File: src/rtl/mc_ctrl.sv
// Multi-cycle MIPS main controller: Moore FSM producing datapath selects, write enables and the ALU code.
// Define MC_CTRL_LUI_EN to decode opcode 0x0f (lui) through the LUIEX state.
module mc_ctrl (
    input  logic       clk,
    input  logic       rst_n,
    input  logic [5:0] opcode,
    input  logic [5:0] funct,
    input  logic       zero,
    input  logic       mem_ready,
    output logic       mem_req,
    output logic       iOrD,
    output logic       memWrite,
    output logic       irWrite,
    output logic       pcWrite,
    output logic [1:0] pcSrc,
    output logic [1:0] aluSrcA,
    output logic [2:0] aluSrcB,
    output logic [2:0] aluCtrl,
    output logic       regWrite,
    output logic       regDst,
    output logic       memToReg,
    output logic [3:0] state
);

    typedef enum logic [3:0] {
        S_FETCH  = 4'd0,
        S_DECODE = 4'd1,
        S_MEMADR = 4'd2,
        S_MEMRD  = 4'd3,
        S_MEMWB  = 4'd4,
        S_MEMWR  = 4'd5,
        S_EXEC   = 4'd6,
        S_ALUWB  = 4'd7,
        S_BRANCH = 4'd8,
        S_IEXEC  = 4'd9,
        S_IWB    = 4'd10,
        S_JUMP   = 4'd11,
        S_LUIEX  = 4'd12
    } state_t;

    localparam logic [2:0] ALU_AND = 3'b000;
    localparam logic [2:0] ALU_OR  = 3'b001;
    localparam logic [2:0] ALU_ADD = 3'b010;
    localparam logic [2:0] ALU_SUB = 3'b110;

    state_t state_q, state_d;
    logic   pc_we, ir_we, mem_we, reg_we;

    // NOTE: sequential state uses non-blocking assignments so every flop samples pre-edge values.
    always_ff @(posedge clk or negedge rst_n) begin
        if (!rst_n) state_q <= S_FETCH;
        else        state_q <= state_d;
    end

    // NOTE: every output gets a default before the case, so no path can infer a latch.
    always_comb begin
        state_d  = state_q;
        mem_req  = 1'b0;
        iOrD     = 1'b0;
        mem_we   = 1'b0;
        ir_we    = 1'b0;
        pc_we    = 1'b0;
        pcSrc    = 2'b00;
        aluSrcA  = 2'b00;
        aluSrcB  = 3'b000;
        aluCtrl  = ALU_ADD;
        reg_we   = 1'b0;
        regDst   = 1'b0;
        memToReg = 1'b0;

        case (state_q)
            S_FETCH: begin
                mem_req = 1'b1;
                aluSrcB = 3'b001;
                ir_we   = mem_ready;
                pc_we   = mem_ready;
                if (mem_ready) state_d = S_DECODE;
            end
            S_DECODE: begin
                aluSrcB = 3'b011;
                case (opcode)
                    6'h00: begin
                        case (funct)
                            6'h20, 6'h21, 6'h22, 6'h23, 6'h24, 6'h25: state_d = S_EXEC;
                            default:                                  state_d = S_FETCH;
                        endcase
                    end
                    6'h23, 6'h2b: state_d = S_MEMADR;
                    6'h04:        state_d = S_BRANCH;
                    6'h0d:        state_d = S_IEXEC;
                    6'h02:        state_d = S_JUMP;
`ifdef MC_CTRL_LUI_EN
                    6'h0f:        state_d = S_LUIEX;
`endif
                    default:      state_d = S_FETCH;
                endcase
            end
            S_MEMADR: begin
                aluSrcA = 2'b01;
                aluSrcB = 3'b010;
                state_d = (opcode == 6'h2b) ? S_MEMWR : S_MEMRD;
            end
            S_MEMRD: begin
                mem_req = 1'b1;
                iOrD    = 1'b1;
                if (mem_ready) state_d = S_MEMWB;
            end
            S_MEMWB: begin
                reg_we   = 1'b1;
                memToReg = 1'b1;
                state_d  = S_FETCH;
            end
            S_MEMWR: begin
                mem_req = 1'b1;
                iOrD    = 1'b1;
                mem_we  = 1'b1;
                if (mem_ready) state_d = S_FETCH;
            end
            S_EXEC: begin
                aluSrcA = 2'b01;
                case (funct)
                    6'h22, 6'h23: aluCtrl = ALU_SUB;
                    6'h24:        aluCtrl = ALU_AND;
                    6'h25:        aluCtrl = ALU_OR;
                    default:      aluCtrl = ALU_ADD;
                endcase
                state_d = S_ALUWB;
            end
            S_ALUWB: begin
                reg_we  = 1'b1;
                regDst  = 1'b1;
                state_d = S_FETCH;
            end
            S_BRANCH: begin
                aluSrcA = 2'b01;
                aluCtrl = ALU_SUB;
                pcSrc   = 2'b01;
                pc_we   = zero;
                state_d = S_FETCH;
            end
            S_IEXEC: begin
                aluSrcA = 2'b01;
                aluSrcB = 3'b100;
                aluCtrl = ALU_OR;
                state_d = S_IWB;
            end
            S_IWB: begin
                reg_we  = 1'b1;
                state_d = S_FETCH;
            end
            S_JUMP: begin
                pcSrc   = 2'b10;
                pc_we   = 1'b1;
                state_d = S_FETCH;
            end
`ifdef MC_CTRL_LUI_EN
            S_LUIEX: begin
                aluSrcA = 2'b10;
                aluSrcB = 3'b101;
                state_d = S_IWB;
            end
`endif
            default: state_d = S_FETCH;
        endcase
    end

    // Write enables are masked by reset so nothing commits while rst_n is low, whatever mem_ready does.
    assign pcWrite  = pc_we  & rst_n;
    assign irWrite  = ir_we  & rst_n;
    assign memWrite = mem_we & rst_n;
    assign regWrite = reg_we & rst_n;
    assign state    = state_q;

endmodule

File: config.mk
export PLATFORM = sky130hd
export DESIGN_NAME = mc_ctrl
export DESIGN_NICKNAME = d
export VERILOG_FILES = /design/src/rtl/mc_ctrl.sv
export SDC_FILE = /design/constraint.sdc
export NUM_CORES = 1
export LEC_CHECK = 0
export CAP_MARGIN = 20
export CORE_MARGIN = 2
export CORE_UTILIZATION = 30
export CTS_CLUSTER_SIZE = 40
export DETAILED_ROUTE_END_ITERATION = 6
export DONT_BUFFER_PORTS = 1
export HOLD_SLACK_MARGIN = 0.02
export SYNTH_ARGS = -nofsm -noshare
export SYNTH_HDL_FRONTEND = slang
export SYNTH_SLANG_ARGS = --single-unit
File: constraint.sdc
create_clock -name clk -period 1.7 [get_ports clk]
set_input_delay 0.34 -clock clk [delete_from_list [all_inputs] [get_ports clk]]
set_output_delay 0.34 -clock clk [all_outputs]
set_load 0.005 [all_outputs]
==> metrics.cfg <==
[finish]
final_area_um2 = 766
fill_cells = 212
stdcell_count = 125
drive_gt1_share_pct = 31.6
n_antenna_cell = 0
largest_reg_flops = 4
multi_input_area_um2 = 468
final_util_pct = 40.3
syn2layout_area_growth_pct = 29.4
fin_nets = 116
seq_area_um2 = 104

[synthesis]
synth_area_leader_cell = dfrtp_1
ys_ff_latch = 4
synth_common_cells = nor2_1 (11), a21oi_1 (8), nand2b_1 (8), inv_1 (6), nor3_1 (6)
synth-edff-count = 0
synth-main-ff-cell = dfrtp_1
synthCells = 86
synth_async_sr_flop_share_pct = 100
syn_area_per_cell_um2 = 6.88
synth_area_leaders = dfrtp_1 (17%), nand2b_1 (8.5%), nor2_1 (7.0%)
netlist_area_um2 = 592
synth_top_area_share_pct = 16.9
yosysWarnings = 0
synth_cell_types = 34
ys_seq_area_share_pct = 16.9
syn_nets = 102
synth.most_common_cell = nor2_1

[detailed_routing]
wl_per_cell_um = 12.9
first_iter_violations = 14
routed_wl_um = 1620
vias_per_cell = 5.52
wl_met3_um = 209
highest_layer = met4
wl_met1_um = 663
routed-wl-met2_um = 735
ant_nets = 0
vias = 690
route.detailed.drc = 0
drt_pass1_iterations = 4

[pwr]
p_clk_share_pct = 11.6
power.density_mw_per_mm2 = 1310
p_sw_share_pct = 46.8
cellInternalPower_mw = 0.534
seqPwrFrac_pct = 18.6
total_power_mw = 1.00
switching_power_mw = 0.469
leakage_nw = 0.309
peakVddDrop_v = 0.000414
p_comb_share_pct = 69.8

[critical_path]
crit_slowest_cell = or4_4
path_class = register to output port
r2r_end = state[1]$_DFFE_PN0P_
cp_data_required_time_ns = 1.36
cp-end-kind = output port
cp_num_buf_inv = 0
r2r_start = state[1]$_DFFE_PN0P_
rr_worst_depth = 6
cp-start-kind = register
critPathMaxFanout = 5
cp_slowest_stage_delay_ns = 0.54
cp_top_family = simple AND/OR/NAND/NOR gates
path_cells = or4_4, nor3_4, o21bai_2
arrival_ns = 1.51
reg2reg_setup_slack_ns = 0.26

[sta]
hold_violations = 0
drv_slew = 0
rsz0062_at_grt = true
fin_tns_setup_ns = -0.314
period_share_pct = 109
skew_ns = 0.00579
fin_crit_ns = 1.85
setup_viol = 3
worst_slack_ns = -0.148
worst_hold_slack_ns = 0.323
fmax_mhz = 541

[cts]
clock_latency_ns = 0.24
clock-sinks = 4
tritoncts = done
cts_buffers = 3
clk_path_buf_depth = 2
cts.htree.levels = 1
clk_root_buffer_cell = clkbuf_4
clk_pin_slew_ns = 0.04

[global_routing]
antenna_found_initial = 0
grt_pass1_wl_um = 2730
gr-usage-all-layers_pct = 14.7
overflow = 0
grt_max_degree = 18
first_global_vias = 607

[floorplanning]
die_h_um = 48.4
die_x_um = 48.4
placementRows = 16
dieArea_mm2 = 0.00234
fp.coreArea_mm2 = 0.00190
start_util_pct = 31.1
io_pins = 38

[run_status]
run_status = finished, violations left
violations = negative setup slack

[placement]
place_congestion = 0.774
placed_cell_area_um2 = 677
place_inst = 119
portBuffers = 0
pre_cts_ws_ns = -0.00478
dp_hpwl_um = 1280

[min_path]
hold-path-endpoint = state[0]$_DFFE_PN0P_
worstHoldStart = opcode[4]
min_path_cells = 3
hp-class = input pin to register

[run]
drv_cap = 0

kinds of logic (layout without fill, tap and decap cells):
family	after synthesis	after routing	synth area share, %
muxes	3	3	5.07
AOI/OAI and AO/OA	21	21	22.2
DFF	4	4	16.9
and+or+nand+nor	43	43	41.9
other	1	1	0.634
buffers and inverters	12	24	10.4
xor gates and xnor gates	2	2	2.96
placed cells by master, fill, tap and decap left out, types with 3 or more instances in the layout:
cell type / Yosys / routed
nor3_1: 6 / 5
nand2b_1: 8 / 6
buf_4: 1 / 14
a21oi_1: 8 / 8
dfrtp_2: 0 / 3
nor2_1: 11 / 10
mux2i_1: 3 / 3
o21ai_0: 3 / 3
inv_1: 6 / 5
nand2_1: 4 / 4
clkbuf_4: 0 / 3
worst max path at each step:
stage          slack (ns)    endpoint                 start  depth (start not counted)
2_1_floorplan        0.04     pcWrite  state[0]$_DFFE_PN0P_                          4
3_3_place_gp         0.05  aluCtrl[0]              funct[3]                          4
3_5_place_dp       -0.005  aluCtrl[0]              funct[3]                          4
4_1_cts             -0.16     pcWrite  state[1]$_DFFE_PN0P_                          3
5_1_grt             -0.23     pcWrite  state[1]$_DFFE_PN0P_                          3
6_report            -0.15     pcWrite  state[1]$_DFFE_PN0P_                          3
routing by layer:
| layer | track usage [%] | vias to the layer above |
|---|---|---|
| met3 | 8.02 | 2 |
| met1 | 18.0 | 316 |
| met2 | 22.2 | 42 |
| met4 | 4.29 | 0 |
| met5 | 0 | - |
| li1 | - | 330 |
what timing repair did:
action | in CTS | in global routing
hold buffers | 1 | 0
hold endpoints to repair | 4 | 0
resized for setup | 8 | 3
setup endpoints to repair | 10 | 11
pin swaps | 3 | 2
setup buffers | 0 | 2
worst reg2reg max path, cell delays in order (launching register included):
cell and delay (ns):
dfrtp_2 0.45, buf_4 0.20, nand2b_4 0.16, buf_4 0.15
nor4_1 0.13, o21ai_0 0.11, o311ai_0 0.11
power groups by stage:
stage	combinational [mW]	clock [mW]	sequential (mW)
finish	0.700	0.116	0.186
global route	0.785	0.132	0.191
CTS	0.638	0.121	0.183
detailed placement	0.615	0	0.180
global placement	0.606	0	0.180
floorplan	0.494	0	0.166
layout make-up:
type / count / area share, %
multi-input combinational: 70 / 61.1
timing repair buffer: 15 / 15.0
sequential: 4 / 13.6
tap: 27 / 4.41
clock buffer: 3 / 2.94
inverter: 6 / 2.94
(Power assumes the default switching activity.)
